### src/rtl/cpu_regfile_mp_if.sv
// Register file port bundle: read ports, write ports,
// issue/flush scoreboard controls and debug read.
interface cpu_regfile_mp_if #(
    parameter int XLEN   = 32,
    parameter int NREAD  = 2,
    parameter int NWRITE = 1
);
    logic [NREAD*5-1:0]     rs_addr;
    logic [NREAD*XLEN-1:0]  rs_data;
    logic [NREAD-1:0]       rs_busy;
    logic [NREAD-1:0]       rs_illegal;
    logic [NWRITE-1:0]      wr_en;
    logic [NWRITE*5-1:0]    wr_addr;
    logic [NWRITE*XLEN-1:0] wr_data;
    logic                   iss_en;
    logic [4:0]             iss_rd;
    logic                   flush;
    logic [5:0]             busy_count;
    logic [4:0]             dbg_sel;
    logic [XLEN-1:0]        dbg_data;

    modport master (
        output rs_addr, wr_en, wr_addr, wr_data,
        output iss_en, iss_rd, flush, dbg_sel,
        input  rs_data, rs_busy, rs_illegal,
        input  busy_count, dbg_data
    );

    modport slave (
        input  rs_addr, wr_en, wr_addr, wr_data,
        input  iss_en, iss_rd, flush, dbg_sel,
        output rs_data, rs_busy, rs_illegal,
        output busy_count, dbg_data
    );
endinterface

### src/rtl/cpu_regfile_mp.sv
// Multi-port integer register file with pending-write
// scoreboard for RAW hazard detection at issue.
module cpu_regfile_mp #(
    parameter int XLEN   = 32,
    parameter int NREG   = 32,
    parameter int NREAD  = 2,
    parameter int NWRITE = 1,
    parameter int BYPASS = 1
) (
    input logic           clk,
    input logic           reset,
    cpu_regfile_mp_if.slave rf
);
    localparam int AW = $clog2(NREG);

    logic [XLEN-1:0] regs [NREG];
    logic [XLEN-1:0] wr_val [NREG];
    logic [NREG-1:0] wr_hit;
    logic [NREG-1:0] busy;
    logic [NREG-1:0] busy_nxt;
    logic [5:0]      count;
    logic [5:0]      count_nxt;
    logic [4:0]      ra;
    logic            fwd;
    logic [XLEN-1:0] fwd_val;

    function automatic logic in_range(logic [4:0] a);
        return (a != 5'd0) && (int'(a) < NREG);
    endfunction

    // Per-register write decode; the highest write port wins.
    always_comb begin
        wr_hit = '0;
        for (int r = 0; r < NREG; r++) wr_val[r] = '0;
        for (int r = 1; r < NREG; r++) begin
            for (int j = 0; j < NWRITE; j++) begin
                if (rf.wr_en[j] && rf.wr_addr[5*j +: 5] == 5'(r)) begin
                    wr_hit[r] = 1'b1;
                    wr_val[r] = rf.wr_data[XLEN*j +: XLEN];
                end
            end
        end
    end

    // Next busy vector (flush > issue > write-back) and its popcount.
    always_comb begin
        busy_nxt  = '0;
        count_nxt = '0;
        for (int r = 1; r < NREG; r++) begin
            if (rf.flush)
                busy_nxt[r] = 1'b0;
            else if (rf.iss_en && rf.iss_rd == 5'(r))
                busy_nxt[r] = 1'b1;
            else if (wr_hit[r])
                busy_nxt[r] = 1'b0;
            else
                busy_nxt[r] = busy[r];
            count_nxt = count_nxt + 6'(busy_nxt[r]);
        end
    end

    // Architectural state, busy bits and registered busy count.
    always_ff @(posedge clk or posedge reset) begin
        if (reset) begin
            for (int r = 0; r < NREG; r++) regs[r] <= '0;
            busy  <= '0;
            count <= '0;
        end else begin
            for (int r = 1; r < NREG; r++)
                if (wr_hit[r]) regs[r] <= wr_val[r];
            busy  <= busy_nxt;
            count <= count_nxt;
        end
    end

    // Combinational read ports with optional same-cycle forwarding.
    always_comb begin
        rf.rs_data    = '0;
        rf.rs_busy    = '0;
        rf.rs_illegal = '0;
        ra            = '0;
        fwd           = 1'b0;
        fwd_val       = '0;
        for (int k = 0; k < NREAD; k++) begin
            ra      = rf.rs_addr[5*k +: 5];
            fwd     = 1'b0;
            fwd_val = '0;
            for (int j = 0; j < NWRITE; j++) begin
                if (rf.wr_en[j] && rf.wr_addr[5*j +: 5] == ra) begin
                    fwd     = 1'b1;
                    fwd_val = rf.wr_data[XLEN*j +: XLEN];
                end
            end
            fwd = fwd && (BYPASS != 0) && in_range(ra);
            rf.rs_illegal[k] = int'(ra) >= NREG;
            if (in_range(ra)) begin
                rf.rs_data[XLEN*k +: XLEN] = fwd ? fwd_val : regs[ra[AW-1:0]];
                rf.rs_busy[k] = !fwd && busy[ra[AW-1:0]];
            end
        end
    end

    assign rf.dbg_data = in_range(rf.dbg_sel) ? regs[rf.dbg_sel[AW-1:0]] : '0;
    assign rf.busy_count = count;
endmodule

### src/flat_wrapper.sv
// flat-port wrapper written by rule: the top's interface ports become plain ports
module cpu_regfile_mp_flat 
#(
    parameter int XLEN   = 32,
    parameter int NREG   = 32,
    parameter int NREAD  = 2,
    parameter int NWRITE = 1,
    parameter int BYPASS = 1
)
  (clk, reset, rf_rs_addr, rf_wr_en, rf_wr_addr, rf_wr_data, rf_iss_en, rf_iss_rd, rf_flush, rf_dbg_sel, rf_rs_data, rf_rs_busy, rf_rs_illegal, rf_busy_count, rf_dbg_data);
  cpu_regfile_mp_if #(.XLEN(XLEN), .NREAD(NREAD), .NWRITE(NWRITE)) rf_i ();
  input logic clk;
  input logic reset;
  input wire logic [$bits(rf_i.rs_addr)-1:0] rf_rs_addr;
  input wire logic [$bits(rf_i.wr_en)-1:0] rf_wr_en;
  input wire logic [$bits(rf_i.wr_addr)-1:0] rf_wr_addr;
  input wire logic [$bits(rf_i.wr_data)-1:0] rf_wr_data;
  input wire logic [$bits(rf_i.iss_en)-1:0] rf_iss_en;
  input wire logic [$bits(rf_i.iss_rd)-1:0] rf_iss_rd;
  input wire logic [$bits(rf_i.flush)-1:0] rf_flush;
  input wire logic [$bits(rf_i.dbg_sel)-1:0] rf_dbg_sel;
  output wire logic [$bits(rf_i.rs_data)-1:0] rf_rs_data;
  output wire logic [$bits(rf_i.rs_busy)-1:0] rf_rs_busy;
  output wire logic [$bits(rf_i.rs_illegal)-1:0] rf_rs_illegal;
  output wire logic [$bits(rf_i.busy_count)-1:0] rf_busy_count;
  output wire logic [$bits(rf_i.dbg_data)-1:0] rf_dbg_data;
  assign rf_i.rs_addr = rf_rs_addr;
  assign rf_i.wr_en = rf_wr_en;
  assign rf_i.wr_addr = rf_wr_addr;
  assign rf_i.wr_data = rf_wr_data;
  assign rf_i.iss_en = rf_iss_en;
  assign rf_i.iss_rd = rf_iss_rd;
  assign rf_i.flush = rf_flush;
  assign rf_i.dbg_sel = rf_dbg_sel;
  assign rf_rs_data = rf_i.rs_data;
  assign rf_rs_busy = rf_i.rs_busy;
  assign rf_rs_illegal = rf_i.rs_illegal;
  assign rf_busy_count = rf_i.busy_count;
  assign rf_dbg_data = rf_i.dbg_data;
  cpu_regfile_mp #(.XLEN(XLEN), .NREG(NREG), .NREAD(NREAD), .NWRITE(NWRITE), .BYPASS(BYPASS)) u_core (.clk(clk), .reset(reset), .rf(rf_i));
endmodule
### config.mk
export PLATFORM = sky130hd
export DESIGN_NAME = cpu_regfile_mp_flat
export DESIGN_NICKNAME = d
export VERILOG_FILES = /design/src/rtl/cpu_regfile_mp_if.sv /design/src/rtl/cpu_regfile_mp.sv /design/src/flat_wrapper.sv
export SDC_FILE = /design/constraint.sdc
export NUM_CORES = 2
export LEC_CHECK = 0
export BUFFER_PORTS_ARGS = -buffer_cell sky130_fd_sc_hd__buf_2
export CORE_MARGIN = 3
export CORE_UTILIZATION = 55
export DETAILED_ROUTE_END_ITERATION = 10
export GPL_TIMING_DRIVEN = 0
export PLACE_DENSITY = 0.81
export SYNTH_ARGS = -nofsm -noshare
export SYNTH_HDL_FRONTEND = slang
export SYNTH_SLANG_ARGS = --single-unit
export TNS_END_PERCENT = 50
### constraint.sdc
create_clock -name clk -period 48.7 [get_ports clk]
set_input_delay 12.175 -clock clk [delete_from_list [all_inputs] [get_ports clk]]
set_output_delay 12.175 -clock clk [all_outputs]
set_load 0.1 [all_outputs]
==> summary.md <==
| Metric | Value |
|---|---|
| CTS clk-pin slew, worst paths | roughly 0.060 ns |
| Period minus WS final | between 20 and 30 ns |
| Worst slew pin tran | 1.60 ns |
| Routability congestion estimate | slightly above 1 |
| Synth Cell Area | approximately 65000 µm² |
| Fin crit share | ~60% |
| Final setup viols | 0 |
| Pin count of the biggest net entering global routing | around 130 |
| Vias in the first global route | between 50000 and 60000 |
| WL/cell | about 39 µm |
| Failing checks | DRC, capacitance limit, slew limit |
| WL final | about 270000 µm |
| Area delta synth->final | 10.4% |
| Power, Total | ~3.0 mW |
| Power Density | 41.3 nW/µm² |
| DRC errors left | 3 |
| Core Area | about 120000 µm² |
| First-pass GRT wire length | about 380000 µm |
| Worst-Skew Late Latency | 0.74 ns |
| Asr flop ratio synth | 100% |
| Pleak | around 32 nW |
| Skew final | 0.0228 ns |
| Overflow after GRT | 0 |
| Worst-path maximum fanout | 10 |
| Number of routed nets with antenna violations | 0 |
| RSZ-0062 raised after global routing | no |
| Iteration count of the initial detailed-routing pass | 11 |
| Initial Util | between 50% and 60% |
| Core Rows | between 100 and 150 |
| Mean number of vias per cell | 7.74 |
| FMAX | between 30 and 40 MHz |
| Critical path required time | between 30 and 40 ns |
| IO Pins | around 170 |
| Hold crit path type | reg -> reg |
| Post-synth EDFFs | 0 |
| Setup repair bufs after CTS | 0 |
| Leading register cell type out of synthesis | dfrtp_1 |
| Layout cells sized above 1 | a little over a third |
| # resized after CTS | 0 |
| Die H | between 300 and 400 µm |
| Buffers on Ports | 145 |
| Clk sinks | 1029 |
| CTS tree | done |
| Yosys Warn Count | 32 |
| Die width | 351 µm |
| Cell count after synthesis | slightly above 5000 |
| Worst path arrival time | ~17 ns |
| Status | complete, but fails checks |
| Most frequent cells in the layout | dfrtp_1, mux2_2, mux2i_1 |
| Drt initial violations | just over 9000 |
| Fin Hold WS | approximately 0.53 ns |
| Synth cell types | 42 |
| Critical path capture point type | primary output |
| CTS H-tree depth | 3 |
| Syn avg cell area | 12.9 µm² |
| Placed cell areas | around 68000 µm² |
| Max cap viols | 3 |
| Sequential-to-total area share from yosys stat | about two fifths |
| Routed via count | 54100 |
| Hold_buf cts | 0 |
| Setup crit start kind | primary input |
| Initial antenna violation count | 32 |
| Finished Cell Area | around 72000 µm² |
| Max-slew violations | 5 |
| TritonCTS Buffers | 112 |
| Number of synthesized register bits | 1029 |
| Final Hold Viols | 0 |
| Slew HR | -7.78% |
| Critical path class | in -> out |
| Commonest non-fill, non-tap cell in the layout | dfrtp_1 |
| Post-DP HPWL | a little under 200000 µm |
| Total GRT Usage | 43.9% |
| Die ar. | approximately 120000 µm² |
| CTS Buffer Depth | 3 |
| Clock Tree Root | clkbuf_16 |
| Worst VDD drop | roughly 0.035 mV |
| Final net count | roughly 5400 |
-- layout make-up --
class                      count  area (µm²)
multi-input combinational   3449       37100
inverter                      44         173
clock inverter                50         574
buffer                       555        2480
timing repair buffer         155         958
fill                        8936       44900
clock buffer                 159        3260
sequential                  1029       25700
tap                         1524        1910
antenna                       30        75.1
-- through the flow --
step                cells  TNS (ns)  utilization (%)  setup slack (ns)
CTS                  6963         0             61.6             20.00
floorplan            5077         0                -              7.57
global placement     6746  -3070.82             58.1             -3.18
finish               6995         0             61.7             19.41
global route         6975         0             61.6             19.69
detailed placement   6754         0             58.3             20.04
-- final timing paths --
| path | start | endpoint | cells after the start | slack (ns) |
|---|---|---|---|---|
| max | rf_rs_addr[2] | rf_rs_data[0] | 10 | 19.41 |
| min | u_core.regs[557]$_DFFE_PP0P_ | u_core.regs[557]$_DFFE_PP0P_ | 1 | 0.53 |
| max reg2reg | u_core.busy[2]$_DFF_PP0_ | u_core.rf.busy_count[4]$_DFF_PP0_ | 18 | 43.44 |
| min reg2reg | u_core.regs[557]$_DFFE_PP0P_ | u_core.regs[557]$_DFFE_PP0P_ | 1 | 0.53 |
| max in group asynchronous | reset | u_core.regs[536]$_DFFE_PP0N_ | 5 | 34.90 |
| min in group asynchronous | reset | u_core.regs[387]$_DFFE_PP0N_ | 2 | 11.52 |
-- routing by layer --
metal | GRT usage (%) | share of wire, % | wire (µm)
met4 | 26.7 | 7.7 | 21100
met3 | 23.8 | 18 | 48800
met2 | 61.0 | 41 | 111000
met5 | 3.34 | 0.20 | 548
met1 | 53.0 | 34 | 91700
-- flip-flops by register name (all words and copies together) (netlist names) --
name                  flops
u_core.busy              31
u_core.rf.busy_count      6
u_core.regs             992
-- logic make-up (layout without fill, tap and decap cells) --
family	after synthesis	count (layout)	share of synthesized area [%]
AO/OA/AOI/OAI	672	672	7.17
buffers and inverters	599	963	4.03
multiplexers	2260	2260	45.0
other	1	32	0.00573
XOR/XNOR	13	13	0.174
AND/OR/NAND/NOR	470	470	3.41
flip-flops	1029	1029	39.3
adder cells (fa/ha/maj)	32	32	0.876
-- worst max-delay path, stage by stage --
cell and delay, ns:
buf_2 0.53, nor2b_1 0.22, clkbuf_1 0.56, clkbuf_1 0.94, buf_1 1.07, a22oi_1 0.24
nand3_1 0.15, and3_1 0.41, a21oi_1 0.34, buf_2 0.45
-- synthesized netlist by cell type (all sizes together), types with 14 or more instances --
library cell | count | area (µm²)
clkbuf | 279 | 1050
nand2b | 14 | 87.6
o311ai | 60 | 526
a21oi | 78 | 390
a22oi | 330 | 2480
mux2i | 704 | 7050
mux2 | 1124 | 12700
nand2 | 121 | 454
and3 | 63 | 394
buf | 276 | 1430
nor2 | 93 | 349
a22o | 31 | 272
nand3 | 142 | 711
fa | 23 | 460
a21o | 23 | 173
dfrtp | 1029 | 25700
inv | 44 | 165
nor2b | 14 | 87.6
o21ai | 81 | 405
o22ai | 62 | 388
mux4 | 432 | 9730
-- power by group --
group	total, mW	switching, mW	internal, mW	leakage (nW)
registers	1.19	0.176	1.02	13.2
clock network	0.911	0.388	0.523	1.88
logic	0.879	0.499	0.380	16.8
Note: power is estimated with default switching activity, not from simulation.
